## config.mk

```make
export PLATFORM = sky130hd
export DESIGN_NAME = shared_reg_arbiter
export DESIGN_NICKNAME = d
export VERILOG_FILES = /design/src/rtl/shared_reg_arb_pkg.sv /design/src/rtl/rr_picker.sv /design/src/rtl/shared_reg_arbiter.sv
export SDC_FILE = /design/constraint.sdc
export NUM_CORES = 1
export LEC_CHECK = 0
export ABC_AREA = 1
export BUFFER_PORTS_ARGS = -buffer_cell sky130_fd_sc_hd__buf_4
export CAP_MARGIN = 0
export CORE_UTILIZATION = 49
export CTS_BUF_LIST = sky130_fd_sc_hd__clkbuf_4 sky130_fd_sc_hd__clkbuf_8
export CTS_CLUSTER_SIZE = 28
export DETAILED_ROUTE_END_ITERATION = 6
export GPL_TIMING_DRIVEN = 0
export PLACE_DENSITY = 0.83
export SKIP_LAST_GASP = 1
export SLEW_MARGIN = 20
export SYNTH_ARGS = -nofsm -noshare
export SYNTH_HDL_FRONTEND = slang
export SYNTH_SLANG_ARGS = --single-unit
```

## constraint.sdc

```tcl
create_clock -name clk -period 3.9 [get_ports clk]
set_clock_uncertainty 0.1 [all_clocks]
set_input_delay 0.585 -clock clk [delete_from_list [all_inputs] [get_ports clk]]
set_output_delay 0.585 -clock clk [all_outputs]
set_load 0.005 [all_outputs]
```

## src/rtl/shared_reg_arb_pkg.sv

```systemverilog
// Shared types and helpers for the shared-register arbiter.
package shared_reg_arb_pkg;

  localparam int unsigned MAX_REQ  = 16;
  localparam int unsigned MAX_ID_W = 4;

  typedef enum logic {
    IDLE   = 1'b0,
    LOCKED = 1'b1
  } state_t;

  // Index of the set bit; zero for an all-zero vector.
  function automatic logic [MAX_ID_W-1:0] onehot_idx(input logic [MAX_REQ-1:0] oh);
    logic [MAX_ID_W-1:0] idx;
    idx = '0;
    for (int unsigned i = 0; i < MAX_REQ; i++) begin
      if (oh[i]) idx = idx | MAX_ID_W'(i);
    end
    return idx;
  endfunction

endpackage

```

## src/rtl/rr_picker.sv

```systemverilog
// Combinational round-robin picker: first requester at or after ptr, scanning circularly.
module rr_picker
  import shared_reg_arb_pkg::*;
#(
  parameter  int unsigned NUM_REQ = 4,
  localparam int unsigned ID_W    = $clog2(NUM_REQ)
) (
  input  logic [NUM_REQ-1:0] req,
  input  logic [ID_W-1:0]    ptr,
  output logic [NUM_REQ-1:0] gnt_oh,
  output logic [ID_W-1:0]    idx,
  output logic               any
);

  logic [ID_W-1:0] scan;

  always_comb begin
    gnt_oh = '0;
    scan   = '0;
    for (int unsigned k = 0; k < NUM_REQ; k++) begin
      scan = ID_W'((32'(ptr) + k) % NUM_REQ);
      if (req[scan] && (gnt_oh == '0)) gnt_oh[scan] = 1'b1;
    end
  end

  assign idx = ID_W'(onehot_idx(MAX_REQ'(gnt_oh)));
  assign any = |req;

endmodule

```

## src/rtl/shared_reg_arbiter.sv

```systemverilog
// One WIDTH-bit register shared by NUM_REQ writers: round-robin grant with
// an optional per-owner lock that holds ownership across a burst.
module shared_reg_arbiter
  import shared_reg_arb_pkg::*;
#(
  parameter  int unsigned NUM_REQ = 4,
  parameter  int unsigned WIDTH   = 32,
  localparam int unsigned ID_W    = $clog2(NUM_REQ)
) (
  input  logic                     clk,
  input  logic                     reset,
  input  logic [NUM_REQ-1:0]       req,
  input  logic [NUM_REQ-1:0]       lock,
  input  logic [NUM_REQ*WIDTH-1:0] data,
  output logic [NUM_REQ-1:0]       gnt,
  output logic [WIDTH-1:0]         out,
  output logic [ID_W-1:0]          owner,
  output logic                     owner_valid,
  output logic                     locked
);

  state_t               state_q, state_d;
  logic [ID_W-1:0]      rr_ptr_q, rr_ptr_d;
  logic [ID_W-1:0]      owner_q, owner_d;
  logic                 valid_q, valid_d;
  logic [WIDTH-1:0]     out_q, out_d;

  logic [NUM_REQ-1:0]   pick_gnt;
  logic [ID_W-1:0]      pick_idx;
  logic                 pick_any;
  logic [NUM_REQ-1:0]   owner_oh;
  logic                 wr_en;
  logic [ID_W-1:0]      wr_idx;
  logic [WIDTH-1:0]     data_arr [NUM_REQ];

  for (genvar g = 0; g < NUM_REQ; g++) begin : g_unpack
    assign data_arr[g] = data[g*WIDTH +: WIDTH];
  end

  rr_picker #(.NUM_REQ(NUM_REQ)) u_picker (
    .req    (req),
    .ptr    (rr_ptr_q),
    .gnt_oh (pick_gnt),
    .idx    (pick_idx),
    .any    (pick_any)
  );

  assign owner_oh = NUM_REQ'(1) << owner_q;

  // Grant, next state and storage write-enable / data mux.
  always_comb begin
    state_d  = state_q;
    rr_ptr_d = rr_ptr_q;
    owner_d  = owner_q;
    valid_d  = valid_q;
    out_d    = out_q;
    gnt      = '0;
    wr_en    = 1'b0;
    wr_idx   = owner_q;
    case (state_q)
      IDLE: begin
        if (pick_any) begin
          gnt      = pick_gnt;
          wr_en    = 1'b1;
          wr_idx   = pick_idx;
          owner_d  = pick_idx;
          valid_d  = 1'b1;
          rr_ptr_d = (32'(pick_idx) == NUM_REQ - 1) ? '0 : pick_idx + ID_W'(1);
          if (lock[pick_idx]) state_d = LOCKED;
        end
      end
      LOCKED: begin
        // The final beat still writes when the owner requests while releasing.
        if (req[owner_q]) begin
          gnt   = owner_oh;
          wr_en = 1'b1;
        end
        if (!lock[owner_q]) state_d = IDLE;
      end
    endcase
    if (wr_en) out_d = data_arr[wr_idx];
    if (!reset) gnt = '0;
  end

  always_ff @(posedge clk or negedge reset) begin
    if (!reset) begin
      state_q  <= IDLE;
      rr_ptr_q <= '0;
      owner_q  <= '0;
      valid_q  <= 1'b0;
      out_q    <= '0;
    end else begin
      state_q  <= state_d;
      rr_ptr_q <= rr_ptr_d;
      owner_q  <= owner_d;
      valid_q  <= valid_d;
      out_q    <= out_d;
    end
  end

  assign out         = out_q;
  assign owner       = owner_q;
  assign owner_valid = valid_q;
  assign locked      = (state_q == LOCKED);

  a_gnt_onehot0: assert property (@(posedge clk) disable iff (!reset) $onehot0(gnt));
  a_lock_excl:   assert property (@(posedge clk) disable iff (!reset)
                                  (state_q == LOCKED) |-> ((gnt & ~owner_oh) == '0));

endmodule

```

; ---- Word level (Yosys, flattened, before mapping)
; Cells that the tools add are included.
[word_totals]
ff_bits = 38
in_bits = 138
wordCells = 85
[classes]
n_addsub = 4
n_lt_le_gt_ge = 11
n_eq_ne = 1
shifts = 1
n_mux = 46
bitwise = 5
reduce_logical = 12
[ops]
columns = cell, n
row1 = 32-bit binary-select mux with 2-bit select, 1
row2 = 32-bit 2-to-1 mux, 2
row3 = 4-bit 2-to-1 mux, 7
row4 = 2-bit by 3-bit < comparator with 1-bit output (second input constant), 6
row5 = 1-bit 2-to-1 mux, 17
row6 = 1-bit binary-select mux with 2-bit select, 7
row7 = 4-bit zero test, 3
row8 = 4-bit OR, 3
row9 = 2-bit 2-to-1 mux, 5
row10 = 1-bit demux with 2-bit select, 4
row11 = 2-bit by 1-bit greater-or-equal comparator with 1-bit output (second input constant), 4
row12 = 4-bit case mux with 2 select lines, 1
row13 = 1-bit logical AND, 7
row14 = 2-bit by 1-bit adder with 2-bit output (second input constant), 2
row15 = 2-bit adder (second input constant), 2
row16 = 1-bit case mux with 2 select lines, 2
row17 = 4-bit OR reduction, 1
row18 = 1-bit by 2-bit left shift with 4-bit output (first input constant), 1
row19 = 3-bit greater-or-equal comparator (second input constant), 1
row20 = 2-bit NOT with 3-bit output, 1
row21 = 2-bit == test (second input constant), 1
row22 = 2-bit AND reduction, 1
row23 = 1-bit NOT, 1

; ---- Longest topological paths before layout
[logic_depth]
word_depth = 23
mapped_depth = 26

; ---- Hierarchy
; Synthesis repeated with hierarchy kept, for this count alone.
[unflattened]
hier_cells = 639
area_unflattened_um2 = 3804.9
[by_module_without_submodules]
columns = module, n_inst, cells_per_inst, area_each_um2
row1 = shared_reg_arbiter, 1, 550, 3261.9
row2 = rr_picker, 1, 89, 543.0

; ---- Worst setup path before layout
; No wires, ideal clock.
[synth_path]
kind = reg2out
from = register rr_ptr_q[0]
to = output port gnt[2]
arrival_time_ns = 2.175
required_time_ns = 3.215
setup_slack_ns = 1.040
stages_incl_launch_ff = 19
path_buffers = 0
path_cell_list = dfrtp_1 -> inv_2 -> ha_1 -> inv_1 -> nand3_1 -> nand2_1 -> clkinv_1 -> nand2_1 -> inv_2 -> nand3_1 -> nand2_1 -> nor2_2 -> nand3_1 -> nand2_1 -> nor2_4 -> nand3_1 -> nand2_1 -> nor2_1 -> a211oi_1
[synth_via]
elab_chain_len = 17
[synth_lines]
columns = element, line_no
row1 = "start, declared", shared_reg_arbiter.sv:23  ; logic [ID_W-1:0] rr_ptr_q, rr_ptr_d;
row2 = "start signal, assigned", shared_reg_arbiter.sv:94  ; rr_ptr_q <= rr_ptr_d;
row3 = "parallel branches: the longest is 13 deep, another holds 2-bit by 3-bit < comparator with 1-bit output", -
row4 = 4-bit 2-to-1 mux *, rr_picker.sv:22  ; if (req[scan] && (gnt_oh == '0)) gnt_oh[scan] = 1'b1;
row5 = 4-bit 2-to-1 mux *, shared_reg_arbiter.sv:62  ; if (pick_any) begin
row6 = 4-bit case mux with 2 select lines *, shared_reg_arbiter.sv:60  ; case (state_q)
row7 = 4-bit 2-to-1 mux *, shared_reg_arbiter.sv:82  ; if (!reset) gnt = '0;
row8 = "end, declared", shared_reg_arbiter.sv:15  ; output logic [NUM_REQ-1:0] gnt,
; Mark *: on every way between the ends. The select of a mux whose other input is x is not followed.

; ---- Worst setup path after layout
; Same ends and word-level chain as after synthesis.

==> results.cfg <==
[critical_path]
critPathMaxStageDelay_ns = 0.56
worstSetupPathType = reg2out
start_kind = register
r2r_cells = 25
crit_path_end_kind = output port
cp_max_fo = 9
path_cells = inv_2 -> ha_1 -> inv_1 -> nand3_1 -> nand2_1 -> clkinv_1 -> nand2_1 -> inv_2 -> nand3_1 -> nand2_1 -> nor2_2 -> nand3_1 -> nand2_1 -> nor2_4 -> nand3_1 -> nand2_1 -> nor2_1 -> a211oi_1 -> buf_4
worstPathArrival_ns = 3.05
cp_common_cell = nand2_1
crit_required_ns = 3.21
cp_slowest_cell = dfrtp_1

[place]
placed_cell_area_um2 = 5270
gp_congestion = 0.887
portBuffers = 177
place_hpwl_um = 9420

[layout]
syn_to_final_growth_pct = 40.2
multi_input_area_um2 = 2090
seq_area_um2 = 951
finish.net_count = 988
n_fill_cell = 659
utilization = 0.723
antenna_cells = 0
final_area_um2 = 5360
layout-drive-gt1-share = 0.287

[sta]
hold_viol = 0
tns_ns = 0
relSlewSlack = 0.389
finalCriticalPeriod_ns = 3.74
fmax_mhz = 268
finalSetupViolCount = 0
rsz0062_at_grt = no
tightestPinTransition_ns = 0.914
post-route-period-util = 0.958
slew_violations = 0

[synth]
async_flop_share = 1.00
yosysSeqAreaShare = 0.249
yosysWarnings = 0
yosysTopAreaCellShare = 0.249
ys_top_cells_by_area = dfrtp_1 25%, nand2_1 22%, nand3_1 19%
netlist_area_um2 = 3820
synthesis.instances = 658
postSynthAreaPerCell_um2 = 5.81
synthDistinctLibCells = 33
yosys.area.top_type = dfrtp_1
synth_fp_nets = 804
synth_seq_cells = 38
ys.flop_type = dfrtp_1
synth-edff-count = 0

[cts]
ctsResizeCount = 0
cts_setup_buffers = 0
cts_tree = built
cts_root_buf = clkbuf_8
cts_sinks = 38
htree_levels = 2
clockBufferDepth = 2
ctsHoldBuffers = 0
insertion_delay_ns = 0.30
cts_buffers = 5
clk_pin_slew_ns = 0.08

[power_and_ir_drop]
internal-power_mw = 2.68
seqPwrFrac = 0.130
power.density_nw_per_um2 = 1130
swShare = 0.557
vdd_ir_drop_max_mv = 0.622
power_leakage_nw = 3.39
comb_power_share = 0.824
switchingPower_mw = 3.36
p_clk_frac = 0.046

[grt]
antenna_found_initial = 0
grt_start_max_net_pins = 40
grt_overflow = 0
grt_pass1_vias = 4265
grt_usage = 0.300
grt_pass1_wl_um = 20000

[routing]
first_pass_iters = 5
drt_iter0_markers = 195
vias_per_cell = 4.99
wirelength_um = 12100
detail-route-antenna-nets = 0
drc = 0
avgRoutedWirePerCell_um = 12.9
vias = 4694

[floorplan]
io_pins = 178
die_h_um = 90.3
die_x_um = 90.3
fp.coreArea_um2 = 7410
die_area_um2 = 8150
rows = 31
start_util = 0.516

[status]
status = finished clean

[hold_path]
worst_hold_path_type = in2async

[flow_run]
drv_cap = 0
## area by class of cell
| class | count | share of cell area |
|---|---|---|
| inverter | 149 | 0.104 |
| timing repair buffer | 177 | 0.248 |
| tap | 99 | 0.0231 |
| multi-input combinational | 437 | 0.389 |
| buffer | 34 | 0.0418 |
| clock inverter | 1 | 0.00140 |
| clock buffer | 6 | 0.0142 |
| sequential | 38 | 0.178 |
## flip-flops by register name, summed over array words and instances, names as in the netlist
register     cells
owner_valid      1
locked           1
rr_ptr_q         2
owner            2
out             32
## final timing paths
path | slack [ns] | startpoint | endpoint
max | 0.16 | rr_ptr_q[0]$_DFFE_PN0P_ | gnt[2]
min | 0.15 | reset | out[23]$_DFFE_PN0P_
max reg2reg | 0.38 | rr_ptr_q[0]$_DFFE_PN0P_ | out[10]$_DFFE_PN0P_
min reg2reg | 0.39 | out[23]$_DFFE_PN0P_ | out[23]$_DFFE_PN0P_
max in group asynchronous | 3.18 | reset | out[29]$_DFFE_PN0P_
min in group clk | 0.39 | out[23]$_DFFE_PN0P_ | out[23]$_DFFE_PN0P_
## critical path: cells and delay by family (launching register included)
| family | cells | cell delay [ns] |
|---|---|---|
| AOI/OAI and AO/OA | 1 | 0.18 |
| buffers and inverters | 5 | 0.52 |
| DFF | 1 | 0.56 |
| adders and majority gates | 1 | 0.34 |
| and+or+nand+nor | 12 | 1.15 |
## metrics by stage
step,hold slack [ns],std cells,power (mW),setup slack [ns]
floorplan,0.189,658,4.34,1.04
global placement,0.355,934,5.55,0.658
detailed placement,0.360,934,5.70,0.514
CTS,0.172,941,6.00,0.231
global route,0.192,941,6.69,0.0196
finish,0.151,941,6.04,0.162
## routing by layer
metal / GRT usage / routed length (µm)
met5: 0 / 0
met4: 0.0820 / 248
met2: 0.510 / 6010
met1: 0.388 / 4830
met3: 0.0589 / 1040
## cells in the final DEF, fill, tap and decap left out, types with 6 or more instances in the layout
master,n
buf_6,6
buf_4,179
buf_2,15
o21ai_0,6
nand3_1,148
inv_1,144
nor2_1,15
dfrtp_1,38
nand2_2,15
ha_1,8
nand2_1,221
## power groups by stage
| stage | logic [mW] | registers [mW] | clock network [mW] |
|---|---|---|---|
| after detailed placement | 4.92 | 0.780 | 0 |
| after floorplan | 3.57 | 0.775 | 0 |
| final | 4.98 | 0.783 | 0.278 |
| after CTS | 4.95 | 0.779 | 0.276 |
| after global routing | 5.59 | 0.805 | 0.295 |
| after global placement | 4.77 | 0.776 | 0 |
## synth_stat cells (2+ instances only)
master / count
nand2_1: 221
nand3_1: 148
inv_1: 144
dfrtp_1: 38
buf_2: 15
nand2_2: 15
nor2_1: 15
ha_1: 8
buf_6: 6
o21ai_0: 6
clkbuf_1: 5
nand3_2: 5
inv_2: 4
buf_1: 3
a211oi_1: 2
a22oi_1: 2
a31oi_1: 2
buf_4: 2
nor2_2: 2
nor2_4: 2
## cell families (layout without fill, tap and decap cells)
family | Yosys count | count (layout) | synth area share
and+or+nand+nor | 411 | 411 | 0.481
buffers and inverters | 183 | 367 | 0.205
DFF | 38 | 38 | 0.249
AOI/OAI and AO/OA | 18 | 18 | 0.0393
adders and majority gates | 8 | 8 | 0.0262
No activity file was read; power rests on OpenSTA's default activity.
